`src/rtl/epwm_edge_delay_shaper.sv`:
```
// Purpose: per-channel ePWM edge re-timing. Rising and falling edges are delayed
//          by programmable FCB_CLK counts, and pulses shorter than the delay are swallowed.
// Latency: an input edge reaches pwm_o D cycles after pwm_q takes it (D=0: on the same edge).
// Backpressure: none. Inputs are sampled every cycle, and a short pulse is absorbed and
//          reported on drop_o.
//
// Ports:
//   FCB_CLK, FCB_RST_N     clock, asynchronous active-low reset
//   en_i[NUM_CH]           per-channel enable (level)
//   pwm_i[NUM_CH]          ePWM inputs, synchronous to FCB_CLK
//   rise_dly_i/fall_dly_i  shadow delay values, channel c at [c*CNT_W +: CNT_W]
//   load_i[NUM_CH]         strobe that captures the delay values into the shadow registers
//   pwm_o                  shaped output; busy_o is high while a delay is counting
//   pend_o                 shadow loaded and not yet active; drop_o pulses for a swallowed pulse
//   drop_cnt_o             saturating per-channel drop count, 8 bits per channel
//                          (only when EPWM_SHAPER_STAT_EN is defined)
module epwm_edge_delay_shaper #(
  parameter int          NUM_CH    = 2,
  parameter int          CNT_W     = 16,
  parameter int unsigned RISE_INIT = 0,
  parameter int unsigned FALL_INIT = 0
) (
  input  logic                    FCB_CLK,
  input  logic                    FCB_RST_N,
  input  logic [NUM_CH-1:0]       en_i,
  input  logic [NUM_CH-1:0]       pwm_i,
  input  logic [NUM_CH*CNT_W-1:0] rise_dly_i,
  input  logic [NUM_CH*CNT_W-1:0] fall_dly_i,
  input  logic [NUM_CH-1:0]       load_i,
  output logic [NUM_CH-1:0]       pwm_o,
  output logic [NUM_CH-1:0]       busy_o,
  output logic [NUM_CH-1:0]       pend_o,
  output logic [NUM_CH-1:0]       drop_o
`ifdef EPWM_SHAPER_STAT_EN
  ,output logic [NUM_CH*8-1:0]    drop_cnt_o
`endif
);

  typedef enum logic [1:0] {IDLE_LO, DLY_RISE, HIGH, DLY_FALL} state_t;

  localparam logic [CNT_W-1:0] RISE_RST = CNT_W'(RISE_INIT);
  localparam logic [CNT_W-1:0] FALL_RST = CNT_W'(FALL_INIT);
  localparam logic [CNT_W-1:0] CNT_ONE  = CNT_W'(1);

  // The startup blanking chain. No edge is acted on until r_rdy[1] is set.
  logic [1:0] r_rdy;

  always_ff @(posedge FCB_CLK or negedge FCB_RST_N) begin
    if (!FCB_RST_N) r_rdy <= 2'b00;
    else            r_rdy <= {r_rdy[0], 1'b1};
  end

  for (genvar c = 0; c < NUM_CH; c++) begin : g_ch
    state_t           r_state, w_state_nxt;
    logic [CNT_W-1:0] r_cnt, w_cnt_nxt;
    logic [CNT_W-1:0] r_rise_act, r_fall_act, r_rise_shd, r_fall_shd;
    logic [CNT_W-1:0] w_rise_eff;
    logic             r_pwm_q, r_pwm_o, r_drop, r_pend;
    logic             w_rise, w_fall, w_drop, w_copy;

    assign w_rise = r_rdy[1] &  pwm_i[c] & ~r_pwm_q;
    assign w_fall = r_rdy[1] & ~pwm_i[c] &  r_pwm_q;

    always_comb begin
      w_state_nxt = r_state;
      w_cnt_nxt   = r_cnt;
      w_drop      = 1'b0;
      w_copy      = 1'b0;
      w_rise_eff  = r_rise_act;
      if (!en_i[c]) begin
        w_state_nxt = IDLE_LO;
        w_cnt_nxt   = '0;
      end else begin
        case (r_state)
          IDLE_LO: if (w_rise) begin
            // A load that coincides with this rise applies from the next period, so
            // skip the copy and leave pend set.
            if (r_pend && !load_i[c]) begin
              w_copy     = 1'b1;
              w_rise_eff = r_rise_shd;
            end
            if (w_rise_eff == '0) begin
              w_state_nxt = HIGH;
            end else begin
              w_state_nxt = DLY_RISE;
              w_cnt_nxt   = w_rise_eff - CNT_ONE;
            end
          end
          DLY_RISE: begin
            // An edge takes priority over expiry of the count.
            if (w_fall) begin
              w_state_nxt = IDLE_LO;
              w_cnt_nxt   = '0;
              w_drop      = 1'b1;
            end else if (r_cnt == '0) begin
              w_state_nxt = HIGH;
            end else begin
              w_cnt_nxt = r_cnt - CNT_ONE;
            end
          end
          HIGH: if (w_fall) begin
            if (r_fall_act == '0) begin
              w_state_nxt = IDLE_LO;
            end else begin
              w_state_nxt = DLY_FALL;
              w_cnt_nxt   = r_fall_act - CNT_ONE;
            end
          end
          DLY_FALL: begin
            if (w_rise) begin
              // The low gap is swallowed. This is not a new period, so no shadow copy.
              w_state_nxt = HIGH;
              w_cnt_nxt   = '0;
              w_drop      = 1'b1;
            end else if (r_cnt == '0) begin
              w_state_nxt = IDLE_LO;
            end else begin
              w_cnt_nxt = r_cnt - CNT_ONE;
            end
          end
          default: begin
            w_state_nxt = IDLE_LO;
            w_cnt_nxt   = '0;
          end
        endcase
      end
    end

    always_ff @(posedge FCB_CLK or negedge FCB_RST_N) begin
      if (!FCB_RST_N) begin
        r_state    <= IDLE_LO;
        r_cnt      <= '0;
        r_pwm_q    <= 1'b0;
        r_pwm_o    <= 1'b0;
        r_drop     <= 1'b0;
        r_pend     <= 1'b0;
        r_rise_act <= RISE_RST;
        r_fall_act <= FALL_RST;
        r_rise_shd <= RISE_RST;
        r_fall_shd <= FALL_RST;
      end else begin
        r_pwm_q <= pwm_i[c];
        r_state <= w_state_nxt;
        r_cnt   <= w_cnt_nxt;
        r_drop  <= w_drop;
        r_pwm_o <= (w_state_nxt == HIGH) || (w_state_nxt == DLY_FALL);
        if (w_copy) begin
          r_rise_act <= r_rise_shd;
          r_fall_act <= r_fall_shd;
        end
        if (load_i[c]) begin
          r_rise_shd <= rise_dly_i[c*CNT_W +: CNT_W];
          r_fall_shd <= fall_dly_i[c*CNT_W +: CNT_W];
          r_pend     <= 1'b1;
        end else if (w_copy) begin
          r_pend <= 1'b0;
        end
      end
    end

    assign pwm_o[c]  = r_pwm_o;
    assign busy_o[c] = (r_state == DLY_RISE) || (r_state == DLY_FALL);
    assign pend_o[c] = r_pend;
    assign drop_o[c] = r_drop;

`ifdef EPWM_SHAPER_STAT_EN
    // The count updates on the same edge that raises drop_o. It holds at 255.
    logic [7:0] r_drop_cnt;
    always_ff @(posedge FCB_CLK or negedge FCB_RST_N) begin
      if (!FCB_RST_N)                          r_drop_cnt <= 8'd0;
      else if (w_drop && r_drop_cnt != 8'hFF)  r_drop_cnt <= r_drop_cnt + 8'd1;
    end
    assign drop_cnt_o[c*8 +: 8] = r_drop_cnt;
`else
    // This build has no drop statistics.
`endif
  end

endmodule
```
`config.mk`:
```
export PLATFORM = sky130hd
export DESIGN_NAME = epwm_edge_delay_shaper
export DESIGN_NICKNAME = d
export VERILOG_FILES = /design/src/rtl/epwm_edge_delay_shaper.sv
export SDC_FILE = /design/constraint.sdc
export NUM_CORES = 1
export LEC_CHECK = 0
export ABC_AREA = 1
export BUFFER_PORTS_ARGS = -buffer_cell sky130_fd_sc_hd__clkbuf_2
export CAP_MARGIN = 20
export CORE_UTILIZATION = 51
export DETAILED_ROUTE_END_ITERATION = 10
export PLACE_DENSITY = 0.73
export SLEW_MARGIN = 0
export SYNTH_ARGS = -nofsm -noshare
export SYNTH_HDL_FRONTEND = slang
export SYNTH_SLANG_ARGS = --single-unit
```
`constraint.sdc`:
```
create_clock -name FCB_CLK -period 4.45 [get_ports FCB_CLK]
set_input_delay 0.445 -clock FCB_CLK [delete_from_list [all_inputs] [get_ports FCB_CLK]]
set_output_delay 0.445 -clock FCB_CLK [all_outputs]
set_load 0.005 [all_outputs]
```
# Yosys cells after proc, flatten, opt, wreduce, memory -nomap -nowiden
# Cells that the tools add are included.
[totals]
reg_bits = 174
input_bits = 72
[classes]
eq_ne = 18
reduce_logical = 20
bitwise_logic = 12
n_addsub = 6
mux = 66
[op_table]
columns = ["op", "n"]
rows = [
  ["16-bit two-way mux", 24],
  ["16-bit case mux with 4 select lines", 2],
  ["16-bit zero test", 6],
  ["16-bit by 1-bit subtractor with 16-bit output (second input constant)", 6],
  ["2-bit two-way mux", 18],
  ["3-bit != test (second input constant)", 8],
  ["1-bit two-way mux", 18],
  ["2-bit equality test (second input constant)", 8],
  ["2-bit case mux with 4 select lines", 2],
  ["1-bit AND", 8],
  ["4-bit AND reduction", 2],
  ["2-bit by 1-bit equality test with 1-bit output (second input constant)", 2],
  ["2-bit zero test", 2],
  ["1-bit logical OR", 4],
  ["1-bit inverter", 4],
  ["1-bit case mux with 2 select lines", 2],
  ["2-bit nonzero test", 2],
  ["1-bit logical AND", 2],
  ["1-bit zero test", 2],
]

# Logic depth before layout (Yosys ltp)
[depth]
ltp_word = 13
depth_mapped = 16

# Least setup slack after synthesis
# OpenSTA, ideal clock, no wires.
[synth_path]
kind = "input to register"
start = "input load_i[1]"
end = "register g_ch[1].r_cnt[4]"
path_buffers = 2
cell_stages = 15
arrival_ns = 1.861
slack_ns = 2.472
cell_sequence = "buf_6 -> inv_4 -> buf_6 -> nand3_1 -> nand2_1 -> nand2_1 -> o21ai_1 -> inv_1 -> ha_1 -> nand3_1 -> nor2_2 -> a21oi_1 -> o21ai_0 -> nand3_1 -> nand2_1"
[synth_via]
elab_chain_cells = 11
word_cells_on_any_way = 14
[synth_rtl]
columns = ["item", "line_no", "rtl"]
rows = [
  ["from (decl)", "29", "input logic [NUM_CH-1:0] load_i,"],
  ["1-bit zero test (*)", "78", "if (r_pend && !load_i[c]) begin"],
  ["1-bit logical AND (*)", "78", ""],
  ["16-bit two-way mux (*)", "78", ""],
  ["16-bit two-way mux (*)", "75", "IDLE_LO: if (w_rise) begin"],
  ["16-bit two-way mux (*)", "74", "case (r_state)"],
  ["16-bit two-way mux (*)", "70", "if (!en_i[c]) begin"],
  ["16-bit by 1-bit subtractor with 16-bit output", "86", "w_cnt_nxt = w_rise_eff - CNT_ONE;"],
  ["16-bit two-way mux", "82", "if (w_rise_eff == '0) begin"],
  ["16-bit two-way mux", "75", ""],
  ["16-bit case mux with 4 select lines", "74", ""],
  ["16-bit two-way mux", "70", ""],
  ["to (signal assigned)", "144", "r_cnt <= w_cnt_nxt;"],
  ["to (decl)", "55", "logic [CNT_W-1:0] r_cnt, w_cnt_nxt;"],
]
# Mark *: on every way between the ends. The rest lies on a longest branch, timed or not. The select of a mux whose other input is x is not followed.
# A chain may end at the register's enable or synchronous reset.

# Worst setup path after layout
[layout_path]
start = "register g_ch[0].r_state[0]"
end = "register g_ch[0].r_cnt[10]"
[layout_via]
elab_chain_cells = 3
word_cells_on_any_way = 11
[layout_rtl]
columns = ["item", "line_no", "rtl"]
rows = [
  ["from (decl)", "54", "state_t r_state, w_state_nxt;"],
  ["from (signal assigned)", "143", "r_state <= w_state_nxt;"],
  ["2-bit equality test (tied with other cells)", "74", ""],
  ["3-bit != test (no source line) / 16-bit case mux with 4 select lines (equally long branches)", "-", ""],
  ["4-bit AND reduction (no source line) / 16-bit two-way mux (equally long branches)", "-", ""],
  ["to (signal assigned)", "144", ""],
  ["to (decl)", "55", ""],
]
# Several ways; a longest one is shown, not always the timed one.

==> flow_metrics.tcl <==
set metrics [dict create \
    synth.lib_cells_used.distinct 43 \
    totalNegativeSetupSlack_ns 0 \
    period_needed_ns 3.00 \
    grt.overflow.total 0 \
    crit_path_start_kind "flip-flop" \
    wirelength_um 25300 \
    finalWeightedCongestion 0.893 \
    diodes 0 \
    clk_transition_reported_paths_ns 0.07 \
    highest_layer "met4" \
    final_max_slew_viol_count 0 \
    via_count 9382 \
    fp.coreArea_um2 19500 \
    path_type_of_the_worst_setup_path "reg2reg" \
    post_layout_nonfiller_instances 1790 \
    leakage_nw 6.03 \
    postSynthAreaPerCell_um2 6.95 \
    setup_violations 0 \
    synthesis.nets 1544 \
    cp_data_arrival_time_ns 3.33 \
    area.growth.synth_to_final_pct 11.1 \
    grt_antenna_before_repair 0 \
    port-buffer-count 79 \
    postSynth.topFlopCell "sky130_fd_sc_hd__dfrtp_1" \
    yosys_warnings 0 \
    ys_seq_elements 174 \
    cts_tree "done" \
    cts_root_buf "sky130_fd_sc_hd__clkbuf_16" \
    synth_enable_flop_cells 0 \
    holdWs_ns 0.163 \
    critical_path_required_ns 4.78 \
    power.ir.vdd_worst_mv 0.301 \
    drtAntennaViolNets 0 \
    holdBufCountCts 0 \
    drt-vias-per-instance 5.24 \
    synthesis.area_um2 10200 \
    seq_area_frac_synth 0.427 \
    cap_violations 0 \
    run_status "complete, no violations" \
    drt-initial-drc-count 802 \
    path_max_fanout 28 \
    cts_made_buffers 17 \
    worst-slew-pin-transition_ns 0.724 \
    effective_utilization_at_floorplan 0.522 \
    timing.slew.headroom 0.513 \
    grt_start_max_net_pins 110 \
    element_type_at_the_critical_path_end "flip-flop" \
    cts.sink_count 174 \
    i_o_pins 80 \
    cts-root-to-sink-buffers 2 \
    post_route_cells_drive_above_1_share 0.114 \
    die_height_um 143 \
    met1Wirelength_um 12900 \
    cts.htree.levels 4 \
    worst_clock_skew_ns 0.0108 \
    cts_post_setup_buffers_inserted 0 \
    grt_pass1_vias 8244 \
    placedCellCount 1755 \
    detailed_place_hpwl_um 18100 \
    number_of_iterations_in_the_first_detailed_routing_pass 5 \
    grt_util_all_layers 0.262 \
    power.density_nw_per_um2 579 \
    drc 0 \
    cts_resized 0 \
    placedInstanceArea_um2 10600 \
    row_count 51 \
    wl_met3_um 1420 \
    layout.core_utilization 0.580 \
    floorplan.die_area_um2 20600 \
    asyncSetResetFlopFracSynth 1.00 \
    grt_first_pass_wirelength_um 42100 \
    clock_latency_ns 0.44 \
    met2_wirelength_um 10700 \
    fin_crit_sh 0.675 \
    timing.fmax_mhz 333 \
    finish.net_count 1589 \
    chipWidth_um 143 \
    routedWlPerCell_um 14.1 \
    final_hold_viol_count 0 \
    rsz0062_at_grt "false" \
    final_cell_area_um2 11300 \
    holdCritPathClass "in2reg" \
    syn_inst 1467 \
]
-- registers in the layout, indices dropped and copies added (netlist names) --
| name | count |
|---|---|
| r_rdy | 2 |
| g_ch.r_drop | 2 |
| g_ch.r_rise_shd | 32 |
| g_ch.r_pwm_o | 2 |
| g_ch.r_fall_act | 32 |
| g_ch.r_pend | 2 |
| g_ch.r_pwm_q | 2 |
| g_ch.r_fall_shd | 32 |
| g_ch.r_cnt | 32 |
| g_ch.r_state | 4 |
| g_ch.r_rise_act | 32 |
-- layout make-up --
type	count	area (um2)
inverters	163	614
clock buffers	17	425
repair buffers	86	502
multi-input cells	1070	4900
flip-flops and latches	174	4350
well taps	265	332
fillers	1845	8200
clock inverters	15	200
-- placed cells by master, fill, tap and decap left out, types with 5 or more instances in the layout --
cell type,synthesis,routed
sky130_fd_sc_hd__o21ai_0,161,161
sky130_fd_sc_hd__nand4_1,19,19
sky130_fd_sc_hd__a21oi_1,13,13
sky130_fd_sc_hd__o21ai_1,12,12
sky130_fd_sc_hd__inv_1,152,152
sky130_fd_sc_hd__o211ai_1,7,7
sky130_fd_sc_hd__clkbuf_16,0,17
sky130_fd_sc_hd__nand2_2,6,6
sky130_fd_sc_hd__nor2_1,103,103
sky130_fd_sc_hd__nand2_1,528,528
sky130_fd_sc_hd__inv_2,9,9
sky130_fd_sc_hd__or2_2,11,11
sky130_fd_sc_hd__nand3b_1,5,5
sky130_fd_sc_hd__dfrtp_1,174,174
sky130_fd_sc_hd__nand3_2,5,6
sky130_fd_sc_hd__nand3_1,141,140
sky130_fd_sc_hd__nor2_4,6,6
sky130_fd_sc_hd__clkbuf_2,0,78
sky130_fd_sc_hd__nor2_2,7,7
sky130_fd_sc_hd__ha_1,5,5
sky130_fd_sc_hd__xor2_1,5,5
sky130_fd_sc_hd__nor3_1,10,10
-- synthesized netlist by cell type, types with 4 or more instances --
library cell               count  area (um2)
sky130_fd_sc_hd__nand2_1     528        1980
sky130_fd_sc_hd__dfrtp_1     174        4350
sky130_fd_sc_hd__o21ai_0     161         806
sky130_fd_sc_hd__inv_1       152         571
sky130_fd_sc_hd__nand3_1     141         706
sky130_fd_sc_hd__nor2_1      103         387
sky130_fd_sc_hd__clkbuf_1     30         113
sky130_fd_sc_hd__nand4_1      19         119
sky130_fd_sc_hd__a21oi_1      13        65.1
sky130_fd_sc_hd__o21ai_1      12        60.1
sky130_fd_sc_hd__buf_2        11        55.1
sky130_fd_sc_hd__buf_4        11        82.6
sky130_fd_sc_hd__or2_2        11        68.8
sky130_fd_sc_hd__nor3_1       10        50.1
sky130_fd_sc_hd__inv_2         9        33.8
sky130_fd_sc_hd__buf_6         7        78.8
sky130_fd_sc_hd__nor2_2        7        43.8
sky130_fd_sc_hd__o211ai_1      7        52.6
sky130_fd_sc_hd__nand2_2       6        37.5
sky130_fd_sc_hd__nor2_4        6        67.6
sky130_fd_sc_hd__ha_1          5        62.6
sky130_fd_sc_hd__nand3_2       5        50.1
sky130_fd_sc_hd__nand3b_1      5        37.5
sky130_fd_sc_hd__xor2_1        5        43.8
sky130_fd_sc_hd__a31oi_1       4        25.0
sky130_fd_sc_hd__nand2_4       4        45.0
-- kinds of logic after synthesis --
family / count (synthesis) / share of synthesized area
and+or+nand+nor: 852 / 0.363
DFF: 174 / 0.427
buffers and inverters: 223 / 0.0929
AOI/OAI and AO/OA: 206 / 0.106
other: 1 / 0.000368
xor gates and xnor gates: 6 / 0.00516
adders and majority gates: 5 / 0.00614
-- report_power, final --
group / total [mW] / internal, mW / switching, mW
sequential: 2.28 / 1.96 / 0.311
combinational: 2.70 / 0.898 / 1.81
clock: 1.58 / 0.860 / 0.718
total: 6.56 / 3.72 / 2.84
-- worst max-delay path, stage by stage (launching register included) --
cell and delay (ns):
sky130_fd_sc_hd__dfrtp_1 0.57, sky130_fd_sc_hd__inv_2 0.37, sky130_fd_sc_hd__nand2_2 0.38, sky130_fd_sc_hd__inv_2 0.42, sky130_fd_sc_hd__nand2_1 0.13, sky130_fd_sc_hd__nand2_1 0.13, sky130_fd_sc_hd__ha_1 0.20, sky130_fd_sc_hd__nand3_2 0.13
sky130_fd_sc_hd__inv_1 0.11, sky130_fd_sc_hd__nand3_1 0.09, sky130_fd_sc_hd__o21ai_0 0.16, sky130_fd_sc_hd__nand3_1 0.09, sky130_fd_sc_hd__nand2_1 0.08, sky130_fd_sc_hd__nand2_1 0.04
-- layer usage --
| layer | up-vias | track usage |
|---|---|---|
| li1 | 4750 | - |
| met1 | 4303 | 0.418 |
| met2 | 302 | 0.368 |
| met3 | 27 | 0.0390 |
| met4 | 0 | 0.0638 |
| met5 | - | 0 |
-- final timing paths --
path	end	cells after the start	slack [ns]	from
max	g_ch[0].r_cnt[10]$_DFFE_PN0P_	13	1.45	g_ch[0].r_state[0]$_DFF_PN0_
min	g_ch[1].r_pwm_q$_DFF_PN0_	1	0.16	pwm_i[1]
max reg2reg	g_ch[0].r_cnt[10]$_DFFE_PN0P_	13	1.45	g_ch[0].r_state[0]$_DFF_PN0_
min reg2reg	r_rdy[1]$_DFF_PN0_	0	0.34	r_rdy[0]$_DFF_PN0_
max in group asynchronous	g_ch[1].r_fall_shd[11]$_DFFE_PN0P_	3	3.34	FCB_RST_N
min in group asynchronous	g_ch[0].r_cnt[9]$_DFFE_PN0P_	2	0.38	FCB_RST_N
-- per-stage QoR --
stage                     total power, mW  setup slack, ns
after floorplan                      4.29             2.47
after global placement               4.90             1.56
after detailed placement             4.94             1.47
after CTS                            6.54             1.49
after global routing                 7.10             1.15
final                                6.56             1.45
Power figures use the tool's default switching activity.
